==> config.mk <==
export PLATFORM = sky130hd
export DESIGN_NAME = axi4_lite_slave_write_responder_flat
export DESIGN_NICKNAME = d
export VERILOG_FILES = /design/src/rtl/axi4_lite_slave_write_responder_if.sv /design/src/rtl/axi4_lite_slave_write_responder.sv /design/src/flat_wrapper.sv
export SDC_FILE = /design/constraint.sdc
export NUM_CORES = 1
export LEC_CHECK = 0
export ABC_AREA = 1
export BUFFER_PORTS_ARGS = -buffer_cell sky130_fd_sc_hd__clkbuf_2
export CORE_MARGIN = 2
export CORE_UTILIZATION = 40
export CTS_CLUSTER_SIZE = 40
export DETAILED_ROUTE_END_ITERATION = 10
export MAX_ROUTING_LAYER = met4
export SLEW_MARGIN = 20
export SYNTH_ARGS = -nofsm -noshare
export SYNTH_HDL_FRONTEND = slang
export SYNTH_SLANG_ARGS = --single-unit
==> constraint.sdc <==
create_clock -name aclk -period 5 [get_ports aclk]
set_input_delay 0.5 -clock aclk [delete_from_list [all_inputs] [get_ports aclk]]
set_output_delay 0.5 -clock aclk [all_outputs]
set_load 0.05 [all_outputs]
==> src/rtl/axi4_lite_slave_write_responder_if.sv <==
// AXI4-Lite write-channel bundle (AW, W and B) for axi4_lite_slave_write_responder.
//
// Signals:
//   awaddr/awprot/awvalid/awready   write address channel
//   wdata/wstrb/wvalid/wready       write data channel
//   bresp/bvalid/bready             write response channel
// Modports:
//   master - drives AW/W payload and valids, plus bready
//   slave  - drives awready, wready, bresp and bvalid
interface axi4_lite_slave_write_responder_if #(
    parameter int unsigned ADDRESS_WIDTH = 32,
    parameter int unsigned DATA_WIDTH    = 32
);
    logic [ADDRESS_WIDTH-1:0]  awaddr;
    logic [2:0]                awprot;
    logic                      awvalid;
    logic                      awready;
    logic [DATA_WIDTH-1:0]     wdata;
    logic [DATA_WIDTH/8-1:0]   wstrb;
    logic                      wvalid;
    logic                      wready;
    logic [1:0]                bresp;
    logic                      bvalid;
    logic                      bready;

    modport master (
        output awaddr, awprot, awvalid, wdata, wstrb, wvalid, bready,
        input  awready, wready, bresp, bvalid
    );

    modport slave (
        input  awaddr, awprot, awvalid, wdata, wstrb, wvalid, bready,
        output awready, wready, bresp, bvalid
    );
endinterface

==> src/rtl/axi4_lite_slave_write_responder.sv <==
// AXI4-Lite write responder: buffers one AW and one W beat, decodes the
// address into a register index, issues a single-cycle register write
// strobe and returns OKAY/SLVERR on the B channel. Invalid addresses
// (misaligned or beyond NUM_REGS words) are answered with SLVERR and
// counted in a saturating 8-bit error counter.
//
// Parameters:
//   ADDRESS_WIDTH  awaddr width
//   DATA_WIDTH     wdata width (32 or 64)
//   NUM_REGS       number of word registers decoded from address 0
// Ports:
//   aclk, areset   clock (rising edge) and asynchronous active-high reset
//   s_axi          slave side of the AW/W/B channels
//   reg_wr_en      one-cycle register write pulse
//   reg_wr_index   target register index
//   reg_wr_data    buffered write data
//   reg_wr_strb    buffered byte strobes
//   err_count      saturating count of SLVERR responses
module axi4_lite_slave_write_responder #(
    parameter int unsigned ADDRESS_WIDTH = 32,
    parameter int unsigned DATA_WIDTH    = 32,
    parameter int unsigned NUM_REGS      = 16
) (
    input  logic                          aclk,
    input  logic                          areset,
    axi4_lite_slave_write_responder_if.slave s_axi,
    output logic                          reg_wr_en,
    output logic [$clog2(NUM_REGS)-1:0]   reg_wr_index,
    output logic [DATA_WIDTH-1:0]         reg_wr_data,
    output logic [DATA_WIDTH/8-1:0]       reg_wr_strb,
    output logic [7:0]                    err_count
);

    localparam int unsigned STRB_W   = DATA_WIDTH / 8;
    localparam int unsigned BYTE_LSB = $clog2(STRB_W);
    localparam int unsigned IDX_W    = $clog2(NUM_REGS);
    // One extra bit so the limit cannot wrap when the register window
    // spans the whole address space.
    localparam logic [ADDRESS_WIDTH:0] ADDR_LIMIT = (ADDRESS_WIDTH + 1)'(NUM_REGS * STRB_W);

    localparam logic [1:0] RESP_OKAY   = 2'b00;
    localparam logic [1:0] RESP_SLVERR = 2'b10;

    typedef enum logic [1:0] {
        ST_IDLE,
        ST_WRITE,
        ST_RESP
    } state_t;

    state_t                   r_state;

    logic [ADDRESS_WIDTH-1:0] r_aw_addr;
    logic [2:0]               r_aw_prot;
    logic                     r_aw_full;
    logic [DATA_WIDTH-1:0]    r_w_data;
    logic [STRB_W-1:0]        r_w_strb;
    logic                     r_w_full;

    logic                     r_bvalid;
    logic [1:0]               r_bresp;
    logic                     r_reg_wr_en;
    logic [IDX_W-1:0]         r_reg_wr_index;
    logic [DATA_WIDTH-1:0]    r_reg_wr_data;
    logic [STRB_W-1:0]        r_reg_wr_strb;
    logic [7:0]               r_err_count;

    logic                     w_aw_hs;
    logic                     w_w_hs;
    logic                     w_b_hs;
    logic                     w_addr_aligned;
    logic                     w_addr_in_range;
    logic                     w_addr_ok;
    logic                     w_prot_unused;

    // Readies come straight from the buffer flags, so no valid ever
    // reaches a ready combinationally.
    assign s_axi.awready = ~r_aw_full;
    assign s_axi.wready  = ~r_w_full;
    assign s_axi.bvalid  = r_bvalid;
    assign s_axi.bresp   = r_bresp;

    assign reg_wr_en     = r_reg_wr_en;
    assign reg_wr_index  = r_reg_wr_index;
    assign reg_wr_data   = r_reg_wr_data;
    assign reg_wr_strb   = r_reg_wr_strb;
    assign err_count     = r_err_count;

    assign w_aw_hs = s_axi.awvalid & ~r_aw_full;
    assign w_w_hs  = s_axi.wvalid & ~r_w_full;
    // bvalid is high for exactly the RESP state, so this is the B handshake.
    assign w_b_hs  = (r_state == ST_RESP) & s_axi.bready;

    // Decode works on the buffered address, which cannot change while the
    // transaction is in flight because the AW buffer stays full until B.
    assign w_addr_aligned  = (r_aw_addr[BYTE_LSB-1:0] == '0);
    assign w_addr_in_range = ({1'b0, r_aw_addr} < ADDR_LIMIT);
    assign w_addr_ok       = w_addr_aligned & w_addr_in_range;

    // awprot is captured with the address but never decoded.
    assign w_prot_unused = ^r_aw_prot;

    // One-entry AW and W buffers; both drain together on the B handshake.
    always_ff @(posedge aclk or posedge areset) begin
        if (areset) begin
            r_aw_addr <= '0;
            r_aw_prot <= '0;
            r_aw_full <= 1'b0;
            r_w_data  <= '0;
            r_w_strb  <= '0;
            r_w_full  <= 1'b0;
        end else if (w_b_hs) begin
            r_aw_full <= 1'b0;
            r_w_full  <= 1'b0;
        end else begin
            if (w_aw_hs) begin
                r_aw_addr <= s_axi.awaddr;
                r_aw_prot <= s_axi.awprot;
                r_aw_full <= 1'b1;
            end
            if (w_w_hs) begin
                r_w_data <= s_axi.wdata;
                r_w_strb <= s_axi.wstrb;
                r_w_full <= 1'b1;
            end
        end
    end

    // Control FSM with registered outputs. The write strobe is set on the
    // IDLE->WRITE edge so it is high during the WRITE cycle; register
    // payload outputs only move for valid addresses so rejected writes
    // leave them untouched.
    always_ff @(posedge aclk or posedge areset) begin
        if (areset) begin
            r_state        <= ST_IDLE;
            r_bvalid       <= 1'b0;
            r_bresp        <= RESP_OKAY;
            r_reg_wr_en    <= 1'b0;
            r_reg_wr_index <= '0;
            r_reg_wr_data  <= '0;
            r_reg_wr_strb  <= '0;
            r_err_count    <= '0;
        end else begin
            case (r_state)
                ST_IDLE: begin
                    if (r_aw_full && r_w_full) begin
                        r_state     <= ST_WRITE;
                        r_reg_wr_en <= w_addr_ok;
                        if (w_addr_ok) begin
                            r_reg_wr_index <= r_aw_addr[BYTE_LSB +: IDX_W];
                            r_reg_wr_data  <= r_w_data;
                            r_reg_wr_strb  <= r_w_strb;
                        end
                    end
                end
                ST_WRITE: begin
                    r_state     <= ST_RESP;
                    r_reg_wr_en <= 1'b0;
                    r_bvalid    <= 1'b1;
                    r_bresp     <= w_addr_ok ? RESP_OKAY : RESP_SLVERR;
                    if (!w_addr_ok && (r_err_count != 8'hFF)) begin
                        r_err_count <= r_err_count + 8'd1;
                    end
                end
                ST_RESP: begin
                    if (s_axi.bready) begin
                        r_state  <= ST_IDLE;
                        r_bvalid <= 1'b0;
                    end
                end
                default: begin
                    r_state <= ST_IDLE;
                end
            endcase
        end
    end

endmodule

==> src/flat_wrapper.sv <==
// flat-port wrapper written by rule: the top's interface ports become plain ports
module axi4_lite_slave_write_responder_flat 
#(
    parameter int unsigned ADDRESS_WIDTH = 32,
    parameter int unsigned DATA_WIDTH    = 32,
    parameter int unsigned NUM_REGS      = 16
)
  (aclk, areset, reg_wr_en, reg_wr_index, reg_wr_data, reg_wr_strb, err_count, s_axi_awaddr, s_axi_awprot, s_axi_awvalid, s_axi_wdata, s_axi_wstrb, s_axi_wvalid, s_axi_bready, s_axi_awready, s_axi_wready, s_axi_bresp, s_axi_bvalid);
  axi4_lite_slave_write_responder_if #(.ADDRESS_WIDTH(ADDRESS_WIDTH), .DATA_WIDTH(DATA_WIDTH)) s_axi_i ();
  input  logic aclk;
  input  logic areset;
  output logic reg_wr_en;
  output logic [$clog2(NUM_REGS)-1:0] reg_wr_index;
  output logic [DATA_WIDTH-1:0] reg_wr_data;
  output logic [DATA_WIDTH/8-1:0] reg_wr_strb;
  output logic [7:0] err_count;
  input wire logic [$bits(s_axi_i.awaddr)-1:0] s_axi_awaddr;
  input wire logic [$bits(s_axi_i.awprot)-1:0] s_axi_awprot;
  input wire logic [$bits(s_axi_i.awvalid)-1:0] s_axi_awvalid;
  input wire logic [$bits(s_axi_i.wdata)-1:0] s_axi_wdata;
  input wire logic [$bits(s_axi_i.wstrb)-1:0] s_axi_wstrb;
  input wire logic [$bits(s_axi_i.wvalid)-1:0] s_axi_wvalid;
  input wire logic [$bits(s_axi_i.bready)-1:0] s_axi_bready;
  output wire logic [$bits(s_axi_i.awready)-1:0] s_axi_awready;
  output wire logic [$bits(s_axi_i.wready)-1:0] s_axi_wready;
  output wire logic [$bits(s_axi_i.bresp)-1:0] s_axi_bresp;
  output wire logic [$bits(s_axi_i.bvalid)-1:0] s_axi_bvalid;
  assign s_axi_i.awaddr = s_axi_awaddr;
  assign s_axi_i.awprot = s_axi_awprot;
  assign s_axi_i.awvalid = s_axi_awvalid;
  assign s_axi_i.wdata = s_axi_wdata;
  assign s_axi_i.wstrb = s_axi_wstrb;
  assign s_axi_i.wvalid = s_axi_wvalid;
  assign s_axi_i.bready = s_axi_bready;
  assign s_axi_awready = s_axi_i.awready;
  assign s_axi_wready = s_axi_i.wready;
  assign s_axi_bresp = s_axi_i.bresp;
  assign s_axi_bvalid = s_axi_i.bvalid;
  axi4_lite_slave_write_responder #(.ADDRESS_WIDTH(ADDRESS_WIDTH), .DATA_WIDTH(DATA_WIDTH), .NUM_REGS(NUM_REGS)) u_core (.aclk(aclk), .areset(areset), .s_axi(s_axi_i), .reg_wr_en(reg_wr_en), .reg_wr_index(reg_wr_index), .reg_wr_data(reg_wr_data), .reg_wr_strb(reg_wr_strb), .err_count(err_count));
endmodule
* Word-level counts from Yosys, hierarchy flattened
Index checks and enable logic that the tools add are counted.
** Cells by class
- Add/subtract/negate cells :: 1
- $lt $le $gt $ge :: 1
- Equality and inequality tests :: 5
- Mux-type cells :: 12
- Bitwise gates (word level) :: 7
- Reductions and logical operators :: 16
** Operators with widths (number)
- $lt 32x7->1 const B :: 1
- $reduce_and 2->1 :: 6
- $add 8x1->8 const B :: 1
- $ne 8x8->1 const B :: 1
- $reduce_bool 2->1 :: 4
- $mux 1 :: 6
- $mux 2 :: 3
- $pmux 2 s3 :: 1
- $and 1x1->1 :: 4
- $logic_not 2->1 :: 2
- $pmux 1 s2 :: 2
- $not 1->1 :: 3
- $reduce_and 3->1 :: 1
- $eq 2x1->1 const B :: 1
- $eq 2x2->1 const B :: 1
- $logic_and 1x1->1 :: 2
- $ne 2x1->1 const B :: 1
- $ne 2x2->1 const B :: 1
- $logic_not 1->1 :: 1
** Storage, ports and cells
- Flip-flop bits (word level) :: 124
- Input bits :: 76
- Output and inout bits :: 54
- Word-level logic and storage cells :: 55

* Longest topological paths before layout
Gate-level depths: netlist of run 1.
- Depth in word-level cells :: 5
- Mapped depth :: 9
- Mapped depth without buffers :: 9

* Least setup slack after synthesis of run 1
No wires, ideal clock.
- Path type :: register to register
- From :: register u_core.r_err_count[1] (netlist: u_core.err_count[1])
- To :: register u_core.r_err_count[6] (netlist: u_core.err_count[6])
- Library setup time :: 0.066 ns
- Arrival :: 1.581 ns
- Data required time :: 4.934 ns
- Path slack :: 3.353 ns
- Stages on the path, launching flop included :: 8
- Path buffers :: 0
- Clock period less this slack :: 1.647 ns
- Cell sequence :: dfrtp_1 > ha_1 > nand3_1 > nor2_1 > nand2_2 > nand3_2 > nand2_1 > nand2_1
** Between the ends
- Word-level cells in the longest chain between the ends :: 3
- Elaborated cells between the ends (all ways) :: 4
- Those cells by class :: add/sub: 1; eq/ne: 1; reduce/logical: 2
** RTL lines
- from (decl) :: line axi4_lite_slave_write_responder.sv:65 : logic [7:0] r_err_count;
- from (signal assigned) :: line axi4_lite_slave_write_responder.sv:161 : r_err_count <= r_err_count + 8'd1;
- parallel branches: the longest is 3 deep, another holds $add 8x1->8
Parallel ways; which one is timed is not known.
A chain may end at the register's enable or synchronous reset.

* Worst setup path in the final report of run 1
- From :: register u_core.r_aw_addr[27]
- To :: register u_core.r_reg_wr_data[9] (netlist: u_core.reg_wr_data[9])
** Between the ends
- Word-level cells in the longest chain between the ends :: 3
** RTL lines
- from (decl) :: line axi4_lite_slave_write_responder.sv:52 : logic [ADDRESS_WIDTH-1:0] r_aw_addr;
- from (signal assigned) :: line axi4_lite_slave_write_responder.sv:116 : r_aw_addr <= s_axi.awaddr;
- $lt 32x7->1 :: line axi4_lite_slave_write_responder.sv:96 : assign w_addr_in_range = ({1'b0, r_aw_addr} < ADDR_LIMIT);
- $and 1x1->1 :: line axi4_lite_slave_write_responder.sv:97 : assign w_addr_ok = w_addr_aligned & w_addr_in_range;
- $reduce_and 3->1 (no source line)
- to (signal assigned) :: line axi4_lite_slave_write_responder.sv:150 : r_reg_wr_data <= r_w_data;
- to (decl) :: line axi4_lite_slave_write_responder.sv:63 : logic [DATA_WIDTH-1:0] r_reg_wr_data;
Every way passes these cells.

==> metrics.cfg, run 1 <==
[finish]
finalNonFillerCells = 849
layout-drive-gt1-share_pct = 31.0
area_growth_pct = 25.4
nets = 742
finalCoreUtilization_pct = 51.2
n_antenna_cell = 0

[synthesis]
ys_seq_area_share_pct = 60.0
synth.distinct_cells = 24
async_flop_share_pct = 100
ys_top_cells_by_area = dfrtp_1 (60%), o21ai_2 (6.8%), nand2_1 (6.7%), a21oi_1 (6.4%), inv_1 (6.0%)
mappedNetlistNets = 617
netlist.top_cell.by_area = dfrtp_1
netlist_area_um2 = 5130
ys.warnings.count = 0
ys_ff_latch = 123
dominantRegCellSynth = dfrtp_1
syn_avg_cell_area_um2 = 9.51
synthMostInstantiatedCell = dfrtp_1
synth_top_area_share_pct = 60.0
synth_edf_count = 0
syn_inst = 540
netlist_top_cells_count = dfrtp_1 (123), nand2_1 (91), inv_1 (82), nor2_1 (77), a21oi_1 (66)

[timing]
setup_viol = 0
fin_crit_sh_pct = 38.1
grt_setup_unrepaired = no
timing.final.ws_setup_ns = 3.09
slew_viol_final = 0
tightest_slew_ns = 1.02
period_needed_ns = 1.91
fin_skew_ns = 0.00709
max-slew-margin-rel_pct = 32.3
hold_viol = 0
fmax_mhz = 525
setup_tns_ns = 0

[pwr]
pwr-share-seq_pct = 41.4
swShare_pct = 31.1
finalPower_w = 0.00335
intPower_w = 0.00231
power.clock.fraction_pct = 35.9
p_sw_w = 0.00104
combPwrFrac_pct = 22.7
irDropWorstVdd_v = 0.000467
powerDensity_nw_per_um2 = 520
p_leak_nw = 3.50

[place]
port_buffers = 125
place_ws_ns = 2.77
placedCellCount = 818
place_hpwl_um = 6630
place_congestion = 0.762

[floorplan]
start_util_pct = 40.8
fp.dieH_um = 117
ios = 130
std_cell_rows = 41
die_w_um = 117
core_area_um2 = 12600
die_area_um2 = 13800

[drt]
wl_um = 9980
first_iter_violations = 195
viasPerCell = 4.54
wl_per_cell_um = 11.8
dr.pass1.iters = 4
ant_nets = 0
vias = 3853
route.detailed.drc = 0

[clock_network]
clock_path_buffers = 2
numCtsBuffers = 17
insertion_delay_ns = 0.41
clock-root-buffer = clkbuf_16
htreeDepth = 4
cts_resized = 0
post_cts_buffers = 0
cts_tree = done
clkSlewWorstSetupHoldPaths_ns = 0.05
hold_buffers = 0
cts_sinks = 123

[critical_path]
worstPathCellList = inv_1 -> nand2_1 -> nor2_1 -> nand2_1 -> nor2_2 -> nand3_4 -> buf_4 -> nand2_1 -> o21ai_2
cp-start-kind = register
max_stage_delay_ns = 0.74
crit_top_cell = nand2_1
cp.arrival_ns = 2.22
cp_slowest_cell = buf_4
crit_path_end_kind = register
required_ns = 5.32
crit_fanout = 79
crit_type = register to register

[worst_hold_path]
hold_class = primary input to async pin

[global_routing]
grt-ovfl-total = 0
antenna_found_initial = 0
grt_max_degree = 80
grt_pass1_wl_um = 16300
track_usage_pct = 16.0
grt_pass1_vias = 3604

[run_status]
outcome = finished clean

[run]
max_cap_violations = 0

-- metrics by stage --
step / instance area [µm²] / hold WS (ns)
after floorplan: 5130 / 0.453
after global placement: 5840 / 0.463
after detailed placement: 5840 / 0.468
after CTS: 6430 / 0.287
after global routing: 6440 / 0.301
final: 6440 / 0.273
-- worst max-delay path, delay by kind of cell (launching register included) --
kind | cells | cell delay, ns
buf+inv | 2 | 0.79
flops | 1 | 0.33
compound gates | 1 | 0.10
simple gates | 6 | 0.50
-- layer usage --
layer / part of all wire, % / vias to the layer above / track usage (%)
li1: - / 1942 / -
met1: 45 / 1792 / 19.0
met2: 46 / 104 / 24.7
met3: 6.7 / 15 / 5.46
met4: 1.9 / 0 / 6.98
met5: 0 / - / -
-- registers in the layout, indices dropped and copies added, names as in the netlist --
name                 count
u_core.reg_wr_index      4
u_core.r_aw_addr        32
u_core.err_count         8
u_core.reg_wr_data      32
u_core.r_aw_full         1
u_core.r_w_data         32
u_core.reg_wr_strb       4
u_core.r_w_strb          4
u_core.reg_wr_en         1
u_core.r_state           2
u_core.s_axi.bresp       1
u_core.r_w_full          1
u_core.s_axi.bvalid      1
-- cells in the final DEF, fill, tap and decap left out, types with 2 or more instances in the layout --
cell | netlist | layout
clkbuf_2 | 0 | 125
buf_4 | 1 | 4
clkbuf_1 | 0 | 2
clkbuf_8 | 0 | 5
nand3_2 | 3 | 2
o21ai_2 | 40 | 40
a21oi_1 | 66 | 66
bufinv_16 | 0 | 2
clkbuf_16 | 0 | 17
nand2_1 | 91 | 91
inv_2 | 2 | 2
nand4_1 | 10 | 10
inv_1 | 82 | 81
nor2_1 | 77 | 77
nand3_4 | 1 | 2
clkinv_2 | 0 | 4
nand2_2 | 2 | 2
nand3_1 | 4 | 4
xnor2_1 | 2 | 2
dfrtp_1 | 123 | 123
nor2_2 | 2 | 2
o21ai_0 | 6 | 6
-- path summary, 6_finish.rpt --
path,startpoint,endpoint,slack (ns),cells after the start
max reg2reg,u_core.r_aw_addr[27]$_DFFE_PP0P_,u_core.reg_wr_data[9]$_DFFE_PP0P_,3.09,9
min,areset,u_core.err_count[7]$_DFFE_PP0P_,0.27,3
min reg2reg,u_core.s_axi.bvalid$_DFFE_PP0P_,u_core.s_axi.bvalid$_DFFE_PP0P_,0.47,2
max in group asynchronous,areset,u_core.r_w_strb[1]$_DFFE_PP0P_,4.07,3
max,u_core.r_aw_addr[27]$_DFFE_PP0P_,u_core.reg_wr_data[9]$_DFFE_PP0P_,3.09,9
min in group aclk,s_axi_bready,u_core.r_state[1]$_DFFE_PP0P_,0.31,2
-- kinds of logic after synthesis --
group / count (synthesis) / synth area share, %
other: 1 / 0.0730
xor gates and xnor gates: 3 / 0.512
AOI/OAI and AO/OA: 113 / 13.9
buffers and inverters: 107 / 9.41
adders and majority gates: 1 / 0.244
and+or+nand+nor: 192 / 15.9
DFF: 123 / 60.0
-- power by group through the flow --
stage	sequential, W	combinational, W	clock [W]
floorplan	0.00146	0.000532	0
global placement	0.00139	0.000739	0
detailed placement	0.00140	0.000772	0
CTS	0.00139	0.000777	0.00123
global route	0.00142	0.000876	0.00128
finish	0.00139	0.000760	0.00120
-- final cells by class --
type,instances,area (µm²)
multi-input combinational,310,1580
fill,1197,6130
clock inverter,7,87.6
inverter,84,318
timing repair buffer,129,656
sequential,123,3080
tap,172,215
clock buffer,24,502
(Power assumes the default switching activity.)
==> inputs of run 2 (changes only) <==
- PLACE_DENSITY: default -> 0.65
- clock period: 5 -> 1.7 ns (I/O delays scaled with it)
==> metrics.cfg, run 2 (synthesized netlist as in run 1, its figures left out) <==
[finish]
area_growth_pct = 33.2
layout_commonest_cell = clkbuf_2
final_cell_mix = clkbuf_2 (125), dfrtp_1 (123), nand2_1 (91), inv_1 (81), nor2_1 (77)
n_antenna_cell = 0  ; unchanged
layout-drive-gt1-share_pct = 30.7  ; -0.36 points
nets = 775  ; +4.4%

[floorplan]
core_area_um2 = 12600  ; unchanged
die_area_um2 = 13800  ; unchanged
std_cell_rows = 41  ; unchanged
fp.dieH_um = 117  ; unchanged
die_w_um = 117  ; unchanged
start_util_pct = 40.8  ; unchanged
ios = 130  ; unchanged

[clock_network]
clock_path_buffers = 2  ; unchanged
cts_tree = done
clock-root-buffer = clkbuf_16
numCtsBuffers = 17  ; unchanged
insertion_delay_ns = 0.42  ; about the same
cts_sinks = 123  ; unchanged
htreeDepth = 4  ; unchanged
clkSlewWorstSetupHoldPaths_ns = 0.05  ; about the same
post_cts_buffers = 0  ; unchanged

[critical_path]
reg2reg_to = u_core.err_count[2]$_DFFE_PP0P_
crit_type = register to register
crit_fanout = 9  ; -89%
r2r-start = u_core.err_count[0]$_DFFE_PP0P_
crit_path_end_kind = register
worst-r2r-setup-slack_ns = 0.15  ; -2.95 ns
cp.arrival_ns = 1.85  ; -0.37 ns
r2r_cells = 7  ; -2
cp-start-kind = register
required_ns = 2.00  ; -3.32 ns

[pwr]
p_leak_nw = 3.66  ; +4.8%
p_sw_w = 0.00318  ; +210%
powerDensity_nw_per_um2 = 1450  ; +180%
swShare_pct = 32.0  ; +0.88 points
power.clock.fraction_pct = 35.0  ; -0.9 points
irDropWorstVdd_v = 0.00101  ; +120%
intPower_w = 0.00676  ; +190%
pwr-share-seq_pct = 41.1  ; -0.3 points
combPwrFrac_pct = 23.9  ; +1.2 points

[timing]
whs_ns = 0.0118  ; -0.261 ns
fmax_mhz = 644  ; +23%
fin_crit_sh_pct = 91.3  ; +53 points
slew_viol_final = 0  ; unchanged
setup_tns_ns = 0  ; unchanged
fin_skew_ns = 0.0142  ; +0.00707 ns
hold_viol = 0  ; unchanged
setup_viol = 0  ; unchanged
tightest_slew_ns = 0.574  ; -0.442 ns
max-slew-margin-rel_pct = 61.7  ; +29 points
period_needed_ns = 1.55  ; -0.354 ns
grt_setup_unrepaired = no

[drt]
wl_um = 11000  ; +10%
wl_per_cell_um = 12.5  ; +6.0%
route.detailed.drc = 0  ; unchanged
viasPerCell = 4.53  ; -0.16%
ant_nets = 0  ; unchanged
first_iter_violations = 215  ; +10%
dr.pass1.iters = 5  ; +1
vias = 4001  ; +3.8%

[place]
place_hpwl_um = 6990  ; +5.4%
place_congestion = 0.813  ; +6.7%
port_buffers = 125  ; unchanged

[global_routing]
grt_max_degree = 82  ; +2.5%
track_usage_pct = 16.5  ; +0.55 points
grt_pass1_vias = 3820  ; +6.0%
antenna_found_initial = 0  ; unchanged
grt-ovfl-total = 0  ; unchanged
grt_pass1_wl_um = 16900  ; +3.9%

[worst_hold_path]
worstHoldEndpoint = u_core.r_w_data[0]$_DFFE_PP0P_
holdPathStages = 3
hold_class = primary input to register
hp-start = s_axi_wdata[0]

[run]
max_cap_violations = 0  ; unchanged

[run_status]
outcome = finished clean

[run 2: power groups by stage]
stage	Clock, W	Combinational (W)	Sequential, W
after detailed placement	0	0.00235	0.00412
final	0.00347	0.00238	0.00408
after CTS	0.00356	0.00242	0.00409
after global placement	0	0.00225	0.00409
after floorplan	0	0.00157	0.00431
after global routing	0.00369	0.00272	0.00417
[run 2: layer usage]
metal | global-route usage, % | vias up | share of wire [%]
li1 | - | 2006 | -
met1 | 18.8 | 1867 | 45
met2 | 26.9 | 110 | 48
met3 | 5.10 | 18 | 5.7
met4 | 7.45 | 0 | 1.7
met5 | - | - | 0
[run 2: worst max path at each step]
stage                                          start                                 end
CTS                 u_core.r_aw_addr[18]$_DFFE_PP0P_  u_core.reg_wr_data[20]$_DFFE_PP0P_
global route        u_core.r_aw_addr[27]$_DFFE_PP0P_        u_core.reg_wr_en$_DFFE_PP0P_
floorplan                                     areset     u_core.err_count[0]$_DFFE_PP0P_
detailed placement  u_core.r_aw_addr[27]$_DFFE_PP0P_  u_core.reg_wr_data[23]$_DFFE_PP0P_
finish               u_core.err_count[0]$_DFFE_PP0P_     u_core.err_count[2]$_DFFE_PP0P_
global placement    u_core.r_aw_addr[18]$_DFFE_PP0P_  u_core.reg_wr_data[10]$_DFFE_PP0P_
[run 2: worst max-delay path: stages, from the launching register on]
cell     delay [ns]
dfrtp_1        0.43
ha_1           0.27
nand3_1        0.12
nor2_1         0.06
nand2_2        0.17
nand3_2        0.22
nand2_1        0.11
nand2_1        0.05
[run 2: area by class of cell]
class | instances | area, µm²
Fill cell | 1117 | 5730
Sequential cell | 123 | 3080
Multi-Input combinational cell | 310 | 1570
Tap cell | 172 | 215
Clock buffer | 19 | 453
Timing Repair Buffer | 162 | 1070
Clock inverter | 13 | 125
Inverter | 84 | 319
[run 2: stage by stage]
step	instance area, µm²	worst slack (ns)	cells	total power, W	utilization (%)
6_report	6840	0.148	883	0.00993	54.4
3_5_place_dp	5950	0.144	822	0.00648	47.3
3_3_place_gp	5950	0.179	822	0.00634	47.3
4_1_cts	6800	0.115	882	0.0101	54.1
2_1_floorplan	5140	0.0187	540	0.00587	-
5_1_grt	6840	0.00743	883	0.0106	54.4
[run 2: repair_timing]
action / CTS / global route
hold buffers: 28 / 0
resized for setup: 0 / 1
endpoints found under the hold margin: 46 / 0
setup endpoints to repair: 0 / 1
==> inputs of run 3 (changes only) <==
- CELL_PAD_IN_SITES_DETAIL_PLACEMENT: default -> 0
- CELL_PAD_IN_SITES_GLOBAL_PLACEMENT: default -> 1
- CORE_UTILIZATION: 40 -> 36
- PLACE_DENSITY: 0.65 -> default
- PLACE_DENSITY_LB_ADDON: default -> 0.1
==> metrics.cfg, run 3 (synthesized netlist as in run 1, its figures left out) <==
[run_status]
outcome = finished clean

[clock_network]
post_cts_buffers = 0  ; unchanged
clkSlewWorstSetupHoldPaths_ns = 0.05  ; about the same
clock_path_buffers = 2  ; unchanged
insertion_delay_ns = 0.41  ; about the same
cts_tree = done
clock-root-buffer = clkbuf_16
numCtsBuffers = 17  ; unchanged
htreeDepth = 4  ; unchanged
cts_sinks = 123  ; unchanged

[drt]
dr.pass1.iters = 4  ; -1
viasPerCell = 4.47  ; -1.3%
route.detailed.drc = 0  ; unchanged
dr_wl_met2_um = 5400  ; +2.9%
maxUsedRoutingLayer = met4
wl_met1_um = 5020  ; +1.7%
wl_per_cell_um = 12.7  ; +2.2%
wl_um = 11300  ; +2.3%
ant_nets = 0  ; unchanged
met3_length_um = 627  ; -0.16%
first_iter_violations = 196  ; -8.8%
vias = 3953  ; -1.2%

[finish]
design_area_um2 = 6800  ; -0.49%
final_cell_mix = clkbuf_2 (125), dfrtp_1 (123), nand2_1 (91), inv_1 (81), nor2_1 (77)
finalNonFillerCells = 884  ; +0.11%
fillers = 1353  ; +21%
nets = 768  ; -0.90%
layout_commonest_cell = clkbuf_2
n_antenna_cell = 0  ; unchanged
area_growth_pct = 32.5
layout-drive-gt1-share_pct = 30.0  ; -0.69 points

[critical_path]
max_stage_delay_ns = 0.36  ; -0.07 ns
path_buf_inv = 2  ; +2
r2r-start = u_core.r_aw_addr[22]$_DFFE_PP0P_
crit_fanout = 41  ; +32
crit_top_cell = nand2_1
cp_slowest_cell = dfrtp_1
worstPathCellList = inv_1 -> nand2_1 -> nor2_1 -> nand2_1 -> nor2_2 -> nand3_4 -> buf_16 -> nand2_1 -> o21ai_2
crit_type = register to register
crit_path_end_kind = register
required_ns = 1.99  ; about the same
reg2reg_to = u_core.reg_wr_data[9]$_DFFE_PP0P_
worst-r2r-setup-slack_ns = 0.17  ; +0.02 ns
r2r_cells = 9  ; +2
cp.arrival_ns = 1.83  ; -0.02 ns
cp-start-kind = register
critical_path.top_delay_family = simple AND/OR/NAND/NOR gates

[timing]
fin_skew_ns = 0.00635  ; -0.00781 ns
fin_crit_sh_pct = 90.3  ; -1.0 points
fmax_mhz = 652  ; +1.1%
period_needed_ns = 1.53  ; -0.0173 ns
setup_viol = 0  ; unchanged
max-slew-margin-rel_pct = 54.5  ; -7.2 points
hold_viol = 0  ; unchanged
timing.final.ws_setup_ns = 0.165  ; +0.0173 ns
setup_tns_ns = 0  ; unchanged
grt_setup_unrepaired = no
slew_viol_final = 0  ; unchanged
tightest_slew_ns = 0.683  ; +0.109 ns

[run]
max_cap_violations = 0  ; unchanged

[worst_hold_path]
hold_class = primary input to register
hp-start = s_axi_wdata[0]
holdPathStages = 3  ; unchanged
worstHoldEndpoint = u_core.r_w_data[0]$_DFFE_PP0P_

[place]
place_hpwl_um = 6960  ; -0.53%
placedCellCount = 827  ; +0.61%
dpl-instance-area_um2 = 5910  ; -0.63%
place_ws_ns = 0.130  ; -0.0140 ns
port_buffers = 125  ; unchanged
place_congestion = 0.767  ; -5.7%

[pwr]
p_leak_nw = 3.65  ; -0.52%
irDropWorstVdd_v = 0.000954  ; -5.8%
powerDensity_nw_per_um2 = 1490  ; +2.3%

[floorplan]
fp.dieH_um = 123  ; +5.2%
start_util_pct = 37.0  ; -3.9 points
std_cell_rows = 43  ; +4.9%
die_w_um = 123  ; +5.2%
core_area_um2 = 13900  ; +10%
die_area_um2 = 15200  ; +11%
ios = 130  ; unchanged

[global_routing]
grt_pass1_vias = 3880  ; +1.6%
grt_max_degree = 124  ; +51%
grt_pass1_wl_um = 17900  ; +5.6%
antenna_found_initial = 0  ; unchanged
track_usage_pct = 15.8  ; -0.76 points
grt-ovfl-total = 0  ; unchanged

-- run 3: metal layers --
layer,global-route usage [%],vias up
li1,-,1983
met1,18.4,1862
met2,24.8,90
met3,4.98,18
met4,7.39,0
met5,-,-
-- run 3: worst max path at each step --
stage,startpoint,to,depth (start not counted)
floorplan,areset,u_core.err_count[0]$_DFFE_PP0P_,1
global placement,u_core.r_aw_addr[22]$_DFFE_PP0P_,u_core.reg_wr_data[18]$_DFFE_PP0P_,9
detailed placement,u_core.r_aw_addr[23]$_DFFE_PP0P_,u_core.reg_wr_strb[0]$_DFFE_PP0P_,9
CTS,u_core.r_aw_addr[23]$_DFFE_PP0P_,u_core.reg_wr_data[9]$_DFFE_PP0P_,9
global route,u_core.r_aw_addr[22]$_DFFE_PP0P_,u_core.reg_wr_data[19]$_DFFE_PP0P_,8
finish,u_core.r_aw_addr[22]$_DFFE_PP0P_,u_core.reg_wr_data[9]$_DFFE_PP0P_,9
-- run 3: worst reg2reg max path, stage by stage (launching register included) --
cell and delay (ns):
dfrtp_1 0.36, inv_1 0.07, nand2_1 0.06, nor2_1 0.11, nand2_1 0.08, nor2_2 0.18
nand3_4 0.14, buf_16 0.21, nand2_1 0.16, o21ai_2 0.06
-- run 3: through the flow --
| step | utilization [%] | power (W) | hold slack (ns) |
|---|---|---|---|
| global route | 49.0 | 0.0108 | 0.0178 |
| CTS | 48.7 | 0.0103 | 0.000982 |
| finish | 49.0 | 0.0101 | 0.0177 |
| detailed placement | 42.6 | 0.00645 | 0.400 |
| global placement | 42.6 | 0.00634 | 0.396 |
| floorplan | - | 0.00587 | 0.277 |
-- run 3: power by group --
| group | internal, W | total [W] | switching (W) |
|---|---|---|---|
| clock | 0.00250 | 0.00371 | 0.00121 |
| sequential | 0.00377 | 0.00407 | 0.000302 |
| combinational | 0.000756 | 0.00233 | 0.00158 |
| total | 0.00702 | 0.0101 | 0.00309 |
-- run 3: repair_timing --
| item | 4_1_cts | 5_1_grt |
|---|---|---|
| setup endpoints to repair | 0 | 10 |
| endpoints found under the hold margin | 146 | 0 |
| gates resized for setup | 0 | 2 |
| hold buffers | 24 | 0 |
-- run 3: cell type report --
type / instances / area [µm²] / share of cell area [%]
clock inverter: 6 / 108 / 1.58
multi-input combinational: 310 / 1580 / 23.2
sequential: 123 / 3080 / 45.2
timing repair buffer: 155 / 986 / 14.5
clock buffer: 26 / 509 / 7.49
inverter: 84 / 319 / 4.69
tap: 180 / 225 / 3.31
